## src/rtl/instr_mem_loader.sv

```systemverilog
// Byte-stream instruction loader: assembles little-endian 32-bit words from a
// handshaked byte source, writes them to instruction memory and stalls the CPU.
module instr_mem_loader #(
  parameter int unsigned DEPTH  = 32,
  parameter int unsigned ADDR_W = 5
) (
  input  logic              clk,
  input  logic              reset,
  input  logic              start,
  input  logic [5:0]        word_count,
  input  logic              byte_valid,
  input  logic [7:0]        byte_data,
  output logic              byte_ready,
  output logic              mem_wr_en,
  output logic [ADDR_W-1:0] mem_wr_addr,
  output logic [31:0]       mem_wr_data,
  output logic              cpu_stall,
  output logic              done,
  output logic              error,
  output logic [7:0]        checksum
);

  typedef enum logic [1:0] {
    IDLE  = 2'd0,
    RECV  = 2'd1,
    WRITE = 2'd2,
    DONE  = 2'd3
  } state_t;

  localparam logic [6:0] DEPTH_W = 7'(DEPTH);

  state_t              state, state_next;
  logic [5:0]          count_q;
  logic [ADDR_W-1:0]   word_idx;
  logic [1:0]          byte_idx;
  logic [31:0]         word_q;
  logic [7:0]          sum_q;
  logic                error_q;
  logic                start_ok;
  logic                xfer;
  logic                last_word;

  always_comb begin
    start_ok  = start && (word_count != 6'd0) && ({1'b0, word_count} <= DEPTH_W);
    xfer      = (state == RECV) && byte_valid;
    // Widened compare so word_idx+1 == DEPTH does not wrap to 0.
    last_word = ((7'(word_idx) + 7'd1) == {1'b0, count_q});
  end

  always_ff @(posedge clk) begin
    if (reset) state <= IDLE;
    else       state <= state_next;
  end

  always_comb begin
    state_next = state;
    case (state)
      IDLE:    if (start_ok) state_next = RECV;
      RECV:    if (xfer && (byte_idx == 2'd3)) state_next = WRITE;
      WRITE:   state_next = last_word ? DONE : RECV;
      DONE:    state_next = IDLE;
      default: state_next = IDLE;
    endcase
  end

  always_comb begin
    byte_ready  = (state == RECV);
    mem_wr_en   = (state == WRITE);
    cpu_stall   = (state == RECV) || (state == WRITE);
    done        = (state == DONE);
    error       = error_q;
    mem_wr_addr = word_idx;
    mem_wr_data = word_q;
    checksum    = sum_q;
  end

  always_ff @(posedge clk) begin
    if (reset) begin
      count_q  <= '0;
      word_idx <= '0;
      byte_idx <= '0;
      word_q   <= '0;
      sum_q    <= '0;
      error_q  <= 1'b0;
    end else begin
      error_q <= (state == IDLE) && start && !start_ok;
      case (state)
        IDLE: begin
          if (start_ok) begin
            count_q  <= word_count;
            word_idx <= '0;
            byte_idx <= '0;
            sum_q    <= '0;
          end
        end
        RECV: begin
          if (xfer) begin
            word_q[{byte_idx, 3'b000} +: 8] <= byte_data;
            byte_idx                        <= byte_idx + 2'd1;
            sum_q                           <= sum_q + byte_data;
          end
        end
        WRITE: begin
          if (!last_word) word_idx <= word_idx + 1'b1;
        end
        default: ;
      endcase
    end
  end

endmodule

```

## config.mk

```make
export PLATFORM = sky130hd
export DESIGN_NAME = instr_mem_loader
export DESIGN_NICKNAME = d
export VERILOG_FILES = /design/src/rtl/instr_mem_loader.sv
export SDC_FILE = /design/constraint.sdc
export NUM_CORES = 1
export LEC_CHECK = 0
export ABC_CLOCK_PERIOD_IN_PS = 3300
export CORE_ASPECT_RATIO = 0.5
export CORE_MARGIN = 3
export CORE_UTILIZATION = 51
export CTS_BUF_LIST = sky130_fd_sc_hd__clkbuf_8
export DETAILED_ROUTE_END_ITERATION = 8
export GPL_TIMING_DRIVEN = 1
export PLACE_DENSITY = 0.85
export SYNTH_ARGS = -nofsm -noshare
export SYNTH_HDL_FRONTEND = slang
export SYNTH_SLANG_ARGS = --single-unit
```

## constraint.sdc

```tcl
create_clock -name clk -period 3.3 [get_ports clk]
set_input_delay 0.66 -clock clk [delete_from_list [all_inputs] [get_ports clk]]
set_output_delay 0.66 -clock clk [all_outputs]
set_load 0.02 [all_outputs]
```

## After elaboration in Yosys (flattened, before gate mapping)

Cells that the tools add are included.

- Flip-flop bits (word level): 56
- Input bits: 18
- Output and inout port bits: 50
- Word-level logic and storage cells: 55

- Add/sub/neg operators: 5
- Order comparisons: 1
- Eq/ne operators: 9
- Shifts and indexed selects: 2
- Mux-type cells: 14
- Reduce and logical (&&, ||, !) cells: 17

Operators by type and width:

| cell | number |
|---|---|
| bitwise mux 32 bit | 1 |
| variable shift 8 x 7 -> 32 bit, first input constant | 1 |
| indexed part select 8 x 7 -> 32 bit | 1 |
| two-way mux 8 bit | 2 |
| case mux 8 bit (2 select lines) | 1 |
| two-way mux 2 bit | 5 |
| two-way mux 5 bit | 2 |
| case mux 5 bit (2 select lines) | 1 |
| adder 8 bit | 1 |
| case mux 2 bit (4 select lines) | 1 |
| negator 5 -> 7 bit | 1 |
| adder 5 x 1 -> 6 bit, second input constant | 1 |
| == test 2 bit, second input constant | 3 |
| == test 6 bit | 1 |
| <= comparator 6 bit, second input constant | 1 |
| logical AND 1 bit | 6 |
| AND reduction 2 bit | 3 |
| AND reduction 3 bit | 2 |
| nonzero test 6 bit | 1 |
| adder 5 x 1 -> 5 bit, second input constant | 1 |
| inequality test 2 x 1 -> 1 bit, second input constant | 2 |
| inequality test 2 bit, second input constant | 2 |
| case mux 2 bit (2 select lines) | 1 |
| nonzero test 2 bit | 2 |
| 5 further kinds | 5 |

## Logic depth before layout (Yosys ltp)

Gate-level depths: netlist of the first run.

- Word-level depth: 5
- Gate-level depth with buffers: 8
- Depth with buffers taken out: 7

## Least setup slack after synthesis of the first run

No wires, ideal clock.

- Path type: input port to flip-flop
- Start: input word_count[2]
- End: register sum_q[7] (netlist: checksum[7])
- Setup time: 0.074 ns
- Arrival: 2.430 ns
- Required time: 3.226 ns
- Path slack: 0.796 ns
- Cell stages on the path: 5
- Path buffers: 0
- Cell sequence: or4_4 -> or3_4 -> a31oi_4 -> or4b_1 -> a31oi_1

- Cells in the longest elaborated chain, start to end: 5
- Elaborated cells on any way between the ends: 6
- Classes of those cells: order compare (1); eq/ne (1); reduce/logical (4)

Ends and longest elaborated chain:

| item | RTL line | text |
|---|---|---|
| from (decl) | 10 | `input logic [5:0] word_count,` |
| parallel branches: the longest is 2 deep, another holds <= comparator 6 bit | -- |  |
| logical AND 1 bit * | 44 | `start_ok = start && (word_count != 6'd0) && ({1'b0, word_count} <= DEPTH_W);` |
| inequality test 2 bit (no line) * | -- |  |
| AND reduction 3 bit (no line) * | -- |  |
| to (signal assigned) | 100 | `sum_q <= sum_q + byte_data;` |
| to (decl) | 37 | `logic [7:0] sum_q;` |

Mark *: on every way between the ends.
A chain may end at the register's enable or synchronous reset.

## Worst setup path in the final report of the first run

- Start: input word_count[2]
- End: register word_idx[4] (netlist: mem_wr_addr[4])

- Cells in the longest elaborated chain, start to end: 5
- Elaborated cells on any way between the ends: 6
- Classes of those cells: order compare (1); eq/ne (1); reduce/logical (4)

Ends and longest elaborated chain:

| item | RTL line | text |
|---|---|---|
| parallel branches: the longest is 2 deep, another holds <= comparator 6 bit | -- |  |
| logical AND 1 bit * | 44 |  |
| inequality test 2 bit (no line) * | -- |  |
| AND reduction 3 bit (no line) * | -- |  |
| to (signal assigned) | 104 | `if (!last_word) word_idx <= word_idx + 1'b1;` |
| to (decl) | 34 | `logic [ADDR_W-1:0] word_idx;` |

Marked as above.

==> reports/metrics.cfg, run 1 <==
[timing]
worst_slew_pin_slew_ns=0.6196
period_share_pct=82.95
report.final.slew_viol_count=0
rsz0062_at_grt=no
period_needed_ns=2.737
fmax_ghz=0.3653
whs_ns=0.4981
maxSlewHeadroom_pct=58.69
hold_viol=0
setup_viol_count_final=0
finalSetupTns_ns=0
skew_ns=0.01096
timing.final.ws_setup_ns=0.5627

[grt]
grt_max_degree=37
grt_pass1_vias=2530
grt_overflow=0
grt_util_all_layers_pct=23.86
grt_pass1_wl_mm=11.92
antenna_found_initial=0

[layout]
regArea_um2=1121
fill_cells=402
fin_area_um2=3606
layout-drive-gt1-share_pct=5.962
syn_to_final_growth_pct=32.02
n_antenna_cell=0
nNetsFinal=405
multi_input_area_um2=1523

[outcome]
outcome=complete, no violations

[synth]
yosysSeqAreaShare_pct=41.04
synth_ff_type=dfxtp_1
synthMostInstantiatedCell=dfxtp_1
netlist_instances=298
yosysWarnings=0
yosys-top-cells-area=dfxtp_1, a22oi_1, ha_1, nor2_1, mux2i_1
synth_area_leader_cell=dfxtp_1
netlist_area_um2=2731
synth_commonest_cells=dfxtp_1, nor2_1, a22oi_1
synth_cell_types=48
syn_avg_cell_area_um2=9.166
synth_seq_cells=56
async_flop_share_pct=0
synth_top_area_share_pct=41.04
synth_nets=335
synth_edf_count=0

[die]
die_w_um=109.5
start_util_pct=54.14
dieHeight_um=57.75
core_um2=5045
ios=68
num_rows=18
die-area_um2=6323

[run]
maxCapViolCount=0

[route]
first_iter_violations=156
vias_per_cell=5.900
ant_nets=0
drc=0
wl_mm=7.257
drt-pass1-iter-count=5
drt-wirelength-per-cell_um=16.53
vias=2590

[pwr]
worst_ir_drop_vdd_uv=235.5
switching_share_pct=33.59
pwr-share-clk_pct=25.1
p_int_uw=1191
p_per_area_nw_per_um2=497.4
leakage_uw=0.001299
p_seq_share_pct=42.4
combPwrFrac_pct=32.5
netSwitchingPower_uw=602.4

[placed_design]
place.gp.congestion=0.8737
dpl_cell_area_um2=3495
place_ws_ns=0.2537
io_buffers=67
dp.final_hpwl_mm=5.327

[clock_network]
htree_num_levels=2
clock_sinks=56
post_cts_hold_buffer_count=0
cts_resized=0
clk_pin_slew_worst_paths_ns=0.10
clock_latency_ns=0.31
cts_buffer_depth=2
clockRootBuffer=clkbuf_8
cts_setup_buffers=0
cts_tree=yes
cts_buffers=5

[worst_setup_path]
endpoint_kind=flop
arrival_ns=2.95
worst-setup-path-type=primary input to flop
path_max_fanout=6
rrSetupSlack_ns=1.18
worst_ep_required_time_ns=3.51
start_kind=primary input

[min_path]
hold_path_class=flop to flop

-- worst max-delay path, cell delays in order --
cell and delay [ns]:
clkdlybuf4s50_1 0.42, or4_4 0.57, o21a_1 0.22, o32a_1 0.42, or4_1 0.42, o32ai_1 0.24
-- sequential cells by signal, summed over array words and instances, names as in the netlist --
register	count
byte_idx	2
checksum	8
count_q	6
error	1
mem_wr_addr	5
mem_wr_data	32
state	2
-- final cells by class --
class	count	area share, %
multi-input combinational	219	42.23
sequential	56	31.09
timing repair buffer	74	19.92
clock buffer	5	1.908
inverter	12	1.249
clock inverter	3	1.180
tap	70	2.429
-- layer usage --
layer / vias to the layer above / routed length, um / global-route usage (%)
li1: 1233 / - / -
met2: 92 / 3630 / 41.28
met1: 1252 / 3076 / 29.61
met5: - / 0 / 0
met4: 0 / 128 / 8.881
met3: 13 / 421 / 5.006
-- final timing paths --
check | cells after the start | start | end
setup / recovery | 6 | word_count[2] | mem_wr_addr[4]
hold / removal | 2 | checksum[4] | checksum[4]
setup reg to reg | 7 | state[1] | mem_wr_data[20]
hold reg to reg | 2 | checksum[4] | checksum[4]
-- placed cells by master (no fill, tap or decap), types with 3 or more instances in the layout --
| cell type | netlist | layout |
|---|---|---|
| o211ai_1 | 3 | 3 |
| ha_1 | 18 | 18 |
| nor4b_1 | 4 | 4 |
| a21oi_1 | 6 | 6 |
| a22oi_1 | 36 | 36 |
| nor3_1 | 5 | 5 |
| inv_1 | 12 | 13 |
| dfxtp_1 | 56 | 56 |
| a311oi_1 | 4 | 4 |
| o21ai_0 | 3 | 3 |
| xnor2_1 | 5 | 5 |
| clkdlybuf4s50_1 | 0 | 66 |
| nand3_1 | 9 | 9 |
| nand2b_1 | 7 | 7 |
| and3_1 | 3 | 3 |
| mux2i_1 | 9 | 9 |
| and2_1 | 3 | 3 |
| o2111ai_1 | 3 | 3 |
| o21a_1 | 4 | 4 |
| nor2_1 | 53 | 53 |
| buf_4 | 0 | 7 |
| nand2_1 | 9 | 9 |
| clkbuf_8 | 0 | 5 |
-- per-stage QoR --
stage	total power, uW	std cells	util, %
global placement	1326	431	69.27
detailed placement	1350	431	69.27
finish	1794	439	71.48
floorplan	1158	298	-
CTS	1798	439	71.48
global route	1892	439	71.48
-- power by group through the flow --
stage	Sequential (uW)	Combinational, uW	Clock, uW
6_report	760	583	450
5_1_grt	767	634	491
4_1_cts	760	579	459
3_5_place_dp	774	576	0
3_3_place_gp	771	554	0
2_1_floorplan	795	363	0
-- logic make-up after synthesis --
logic type	synth area share [%]
AND/OR/NAND/NOR	19.79
flip-flops	41.04
XOR/XNOR	2.245
AO/OA/AOI/OAI	21.44
multiplexers	3.298
buffers and inverters	3.206
adder cells (fa/ha/maj)	8.979
Note: power is estimated with default switching activity, not from simulation.
==> run 2, diff against run 1 <==
- ABC_CLOCK_PERIOD_IN_PS: 3300 -> 2300
- CORE_UTILIZATION: 51 -> 46
- PLACE_DENSITY: 0.85 -> 0.81
- clock period: 3.3 -> 2.3 ns (I/O delays scaled with it)
==> reports/metrics.cfg, run 2 (synthesis results as in run 1) <==
[outcome]
outcome=complete, no violations

[route]
wl_met2_mm=3.918
vias_per_cell=5.638
wl_met1_mm=3.202
top_layer=met4
drc=0
wl_mm=7.549
vias=2650
ant_nets=0
met3_length_um=342
first_iter_violations=287
drt-wirelength-per-cell_um=16.06
drt-pass1-iter-count=4

[timing]
skew_ns=0.005607
period_share_pct=97.21
maxSlewHeadroom_pct=54.30
setup_viol_count_final=0
hold_viol=0
fmax_ghz=0.4473
worst_slew_pin_slew_ns=0.6856
finalSetupTns_ns=0
report.final.slew_viol_count=0
timing.final.ws_setup_ns=0.06427
period_needed_ns=2.236
rsz0062_at_grt=yes

[clock_network]
cts_buffers=5
post_cts_hold_buffer_count=0
clock_sinks=56
htree_num_levels=2
cts_tree=yes
clockRootBuffer=clkbuf_8
clock_latency_ns=0.31
clk_pin_slew_worst_paths_ns=0.10
cts_buffer_depth=2

[pwr]
leakage_uw=0.001434
total_power_uw=2593
p_int_uw=1690
worst_ir_drop_vdd_uv=417.8
p_seq_share_pct=42.2
combPwrFrac_pct=36.9
netSwitchingPower_uw=902.3
switching_share_pct=34.80
p_per_area_nw_per_um2=676.5
pwr-share-clk_pct=20.8

[layout]
layout_commonest_cell=clkdlybuf4s50_1
fill_cells=443
layout.cells.non_filler=470
n_antenna_cell=0
syn_to_final_growth_pct=40.31
nNetsFinal=433
final_cell_mix=clkdlybuf4s50_1, dfxtp_1, nor2_1
layout-drive-gt1-share_pct=14.61
largest_register_ffs=32

[die]
ios=68
num_rows=19
core_um2=5610
die_w_um=115.0
dieHeight_um=60.49
start_util_pct=48.68
die-area_um2=6954

[worst_setup_path]
worst-setup-path-type=primary input to flop
reg2regPathDepth=6
endpoint_kind=flop
path_max_fanout=3
arrival_ns=2.47
r2r_start=state[0]
worstSetupStartpoint=word_count[0]
rrSetupSlack_ns=0.12
worst_ep_required_time_ns=2.54
start_kind=primary input
rr_endpoint=mem_wr_addr[4]

[grt]
grt_util_all_layers_pct=22.40
grt_overflow=0
grt_pass1_wl_mm=12.39
grt_pass1_vias=2765
grt_max_degree=40
antenna_found_initial=0

[placed_design]
place_ws_ns=-0.4518
dp.final_hpwl_mm=5.680
io_buffers=67
place.gp.congestion=0.8964
dp.cells=461

[min_path]
hold_path_class=flop to flop
hold_depth=2
worstHoldEndpoint=checksum[3]
worstHoldStart=checksum[3]

[run]
maxCapViolCount=0

## run 2: cell types whose count changed in the layout (fill, tap and decap cells not counted), sizes merged
cell / delta
bufinv: -1
clkdlybuf4s50: -5
clkinv: +1
dlygate4sd2: +4
clkinvlp: +1
buf: +28
inv: -1
dlymetal6s2s: +1
## run 2: per-stage QoR
stage	area (um^2)	util (%)	hold slack, ns
5_1_grt	3832	68.31	0.5410
3_5_place_dp	3714	66.19	0.4944
3_3_place_gp	3714	66.19	0.4863
6_report	3832	68.31	0.5104
2_1_floorplan	2744	-	0.4807
4_1_cts	3812	67.95	0.5092
## run 2: final cells by class
class	instances	area (um^2)	share of cell area [%]
clock inverters	3	20.02	0.5224
clock buffers	5	68.82	1.796
multi-input cells	219	1560	40.71
repair buffers	102	925.9	24.16
well taps	73	91.34	2.383
inverters	12	45.04	1.175
flip-flops and latches	56	1121	29.25
## run 2: how the worst max path moves through the flow
stage,endpoint,slack [ns],cells after the start
2_1_floorplan,mem_wr_data[0],0.0003,7
3_3_place_gp,mem_wr_addr[3],-0.39,6
3_5_place_dp,checksum[4],-0.45,6
4_1_cts,checksum[7],0.001,7
5_1_grt,mem_wr_addr[4],-0.02,6
6_report,mem_wr_addr[4],0.06,6
## run 2: per-layer routing
layer / GRT usage (%) / vias up
li1: - / 1285
met1: 25.71 / 1295
met2: 43.26 / 59
met3: 4.880 / 11
met4: 5.853 / 0
met5: 0 / -
## run 2: power groups by stage
stage | combinational [uW] | sequential [uW] | clock (uW)
floorplan | 523 | 1140 | 0
global placement | 917 | 1110 | 0
detailed placement | 947 | 1110 | 0
CTS | 954 | 1090 | 553
global route | 1040 | 1100 | 588
finish | 958 | 1090 | 540
## run 2: repair_timing
action / 4_1_cts / 5_1_grt
pin swaps: 6 / 2
resized for setup: 6 / 5
endpoints found under the hold margin: 0 / 0
setup buffers: 1 / 0
setup endpoints to repair: 14 / 5
## run 2: worst max-delay path, stage by stage
cell and delay, ns:
dlygate4sd2_1 0.24, or4_4 0.55, o21a_1 0.21, o32a_1 0.32, or4_1 0.49, o32ai_2 0.20
==> run 3, diff against run 2 <==
--- a/config.mk
+++ b/config.mk
@@ -13,2 +13,3 @@
 export DETAILED_ROUTE_END_ITERATION = 8
+export GPL_ROUTABILITY_DRIVEN = 0
 export GPL_TIMING_DRIVEN = 1
--- a/constraint.sdc
+++ b/constraint.sdc
@@ -3,2 +3,2 @@
 set_output_delay 0.46 -clock clk [all_outputs]
-set_load 0.02 [all_outputs]
+set_load 0.005 [all_outputs]
==> reports/metrics.cfg, run 3 (synthesis results as in run 1) <==
[die]
ios=68
die_w_um=115.0
start_util_pct=48.68
dieHeight_um=60.49
core_um2=5610
num_rows=19
die-area_um2=6954

[layout]
nNetsFinal=432
layout-drive-gt1-share_pct=15.15
largest_register_ffs=32
layout_commonest_cell=clkdlybuf4s50_1
syn_to_final_growth_pct=40.68
n_antenna_cell=0
final_cell_mix=clkdlybuf4s50_1, dfxtp_1, nor2_1

[pwr]
leakage_uw=0.001430
p_per_area_nw_per_um2=659.2
combPwrFrac_pct=35.2
netSwitchingPower_uw=844.9
pwr-share-clk_pct=21.6
switching_share_pct=33.36
worst_ir_drop_vdd_uv=286.9
p_seq_share_pct=43.1
p_int_uw=1688

[grt]
grt_pass1_wl_mm=12.43
grt_pass1_vias=2698
grt_util_all_layers_pct=22.44
met3_usage_pct=3.586
grtUsageMet2_pct=41.45
grt.busiest_layer=met2
grt_max_degree=47
antenna_found_initial=0
grt_overflow=0
gr-usage-met1_pct=27.00

[worst_setup_path]
worst_ep_required_time_ns=2.53
path_cells=dlygate4sd2_1, or4_4, o21a_1, o32a_1, or4_4, o32ai_2
endpoint_kind=flop
start_kind=primary input
arrival_ns=2.49
path_max_fanout=4
critPathMaxStageDelay_ns=0.51
worst-setup-path-type=primary input to flop
crit_slowest_cell=or4_4
cp_common_cell=or4_4
rrSetupSlack_ns=0.16

[timing]
report.final.slew_viol_count=0
timing.final.ws_setup_ns=0.03252
fmax_ghz=0.4410
setup_viol_count_final=0
finalSetupTns_ns=0
skew_ns=0.006705
period_needed_ns=2.267
hold_viol=0
period_share_pct=98.59
worst_slew_pin_slew_ns=0.8252
maxSlewHeadroom_pct=44.98

[clock_network]
clk_pin_slew_worst_paths_ns=0.10
cts_buffers=5
clockRootBuffer=clkbuf_8
clock_latency_ns=0.31
post_cts_hold_buffer_count=0
htree_num_levels=2
cts_buffer_depth=2
cts_tree=yes
clock_sinks=56

[placed_design]
dp.final_hpwl_mm=5.758
io_buffers=67
place_ws_ns=-0.4614

[route]
wl_mm=7.912
vias=2706
drt-pass1-iter-count=5
ant_nets=0
vias_per_cell=5.770
first_iter_violations=254
drt-wirelength-per-cell_um=16.87
drc=0

[run]
maxCapViolCount=0

[outcome]
outcome=complete, no violations

[min_path]
hold_path_class=primary input to flop

[run 3: cell count changes in the layout (fill, tap and decap cells not counted), moves of 2 or more]
cell and change:
clkdlybuf4s15_1 +2, dlygate4sd2_1 -2, ha_1 -3, ha_2 +2, nor4b_1 +2, nor4b_2 -2
[run 3: worst paths after layout]
| path | start | end | cells past startpoint |
|---|---|---|---|
| setup / recovery | word_count[4] | mem_wr_addr[4] | 6 |
| hold / removal | word_count[0] | count_q[0] | 3 |
| setup reg to reg | state[0] | mem_wr_addr[4] | 6 |
| hold reg to reg | mem_wr_data[26] | mem_wr_data[26] | 2 |
[run 3: metrics by stage]
stage / cell area, um^2 / utilization, % / power [uW] / instances / hold WS [ns]
after floorplan: 2731 / - / 1583 / 298 / 0.4644
after global placement: 3694 / 65.83 / 1927 / 460 / 0.4862
after detailed placement: 3694 / 65.83 / 1972 / 460 / 0.4902
after CTS: 3795 / 67.64 / 2516 / 469 / 0.5046
after global routing: 3842 / 68.49 / 2670 / 469 / 0.5297
final: 3842 / 68.49 / 2533 / 469 / 0.5118
[run 3: layout make-up]
| class | count | area (um^2) |
|---|---|---|
| Timing Repair Buffer | 101 | 920.9 |
| Tap cell | 73 | 91.34 |
| Sequential cell | 56 | 1121 |
| Clock inverter | 3 | 20.02 |
| Clock buffer | 5 | 68.82 |
| Inverter | 12 | 45.04 |
| Multi-Input combinational cell | 219 | 1575 |
| Fill cell | 444 | 1768 |
[run 3: worst max-delay path: cells and delay by family]
family                 cells  cell delay (ns)
AOI/OAI and AO/OA          3             0.78
buffers and inverters      1             0.25
and+or+nand+nor            2             1.00
[run 3: power groups by stage]
stage / registers [uW] / logic, uW / clock network (uW)
2_1_floorplan: 1100 / 481 / 0
3_3_place_gp: 1110 / 819 / 0
3_5_place_dp: 1110 / 861 / 0
4_1_cts: 1090 / 870 / 556
5_1_grt: 1100 / 975 / 593
6_report: 1090 / 892 / 548
[run 3: routing by layer]
metal,part of all wire [%],vias up
met1,43,1307
met2,51,90
met3,4.0,17
li1,-,1292
met4,1.8,0
met5,0,-
[run 3: timing repair]
action	in CTS	in global routing
setup endpoints to repair	16	4
buffers inserted	1	0
gates resized for setup	8	10
pin swaps	5	4
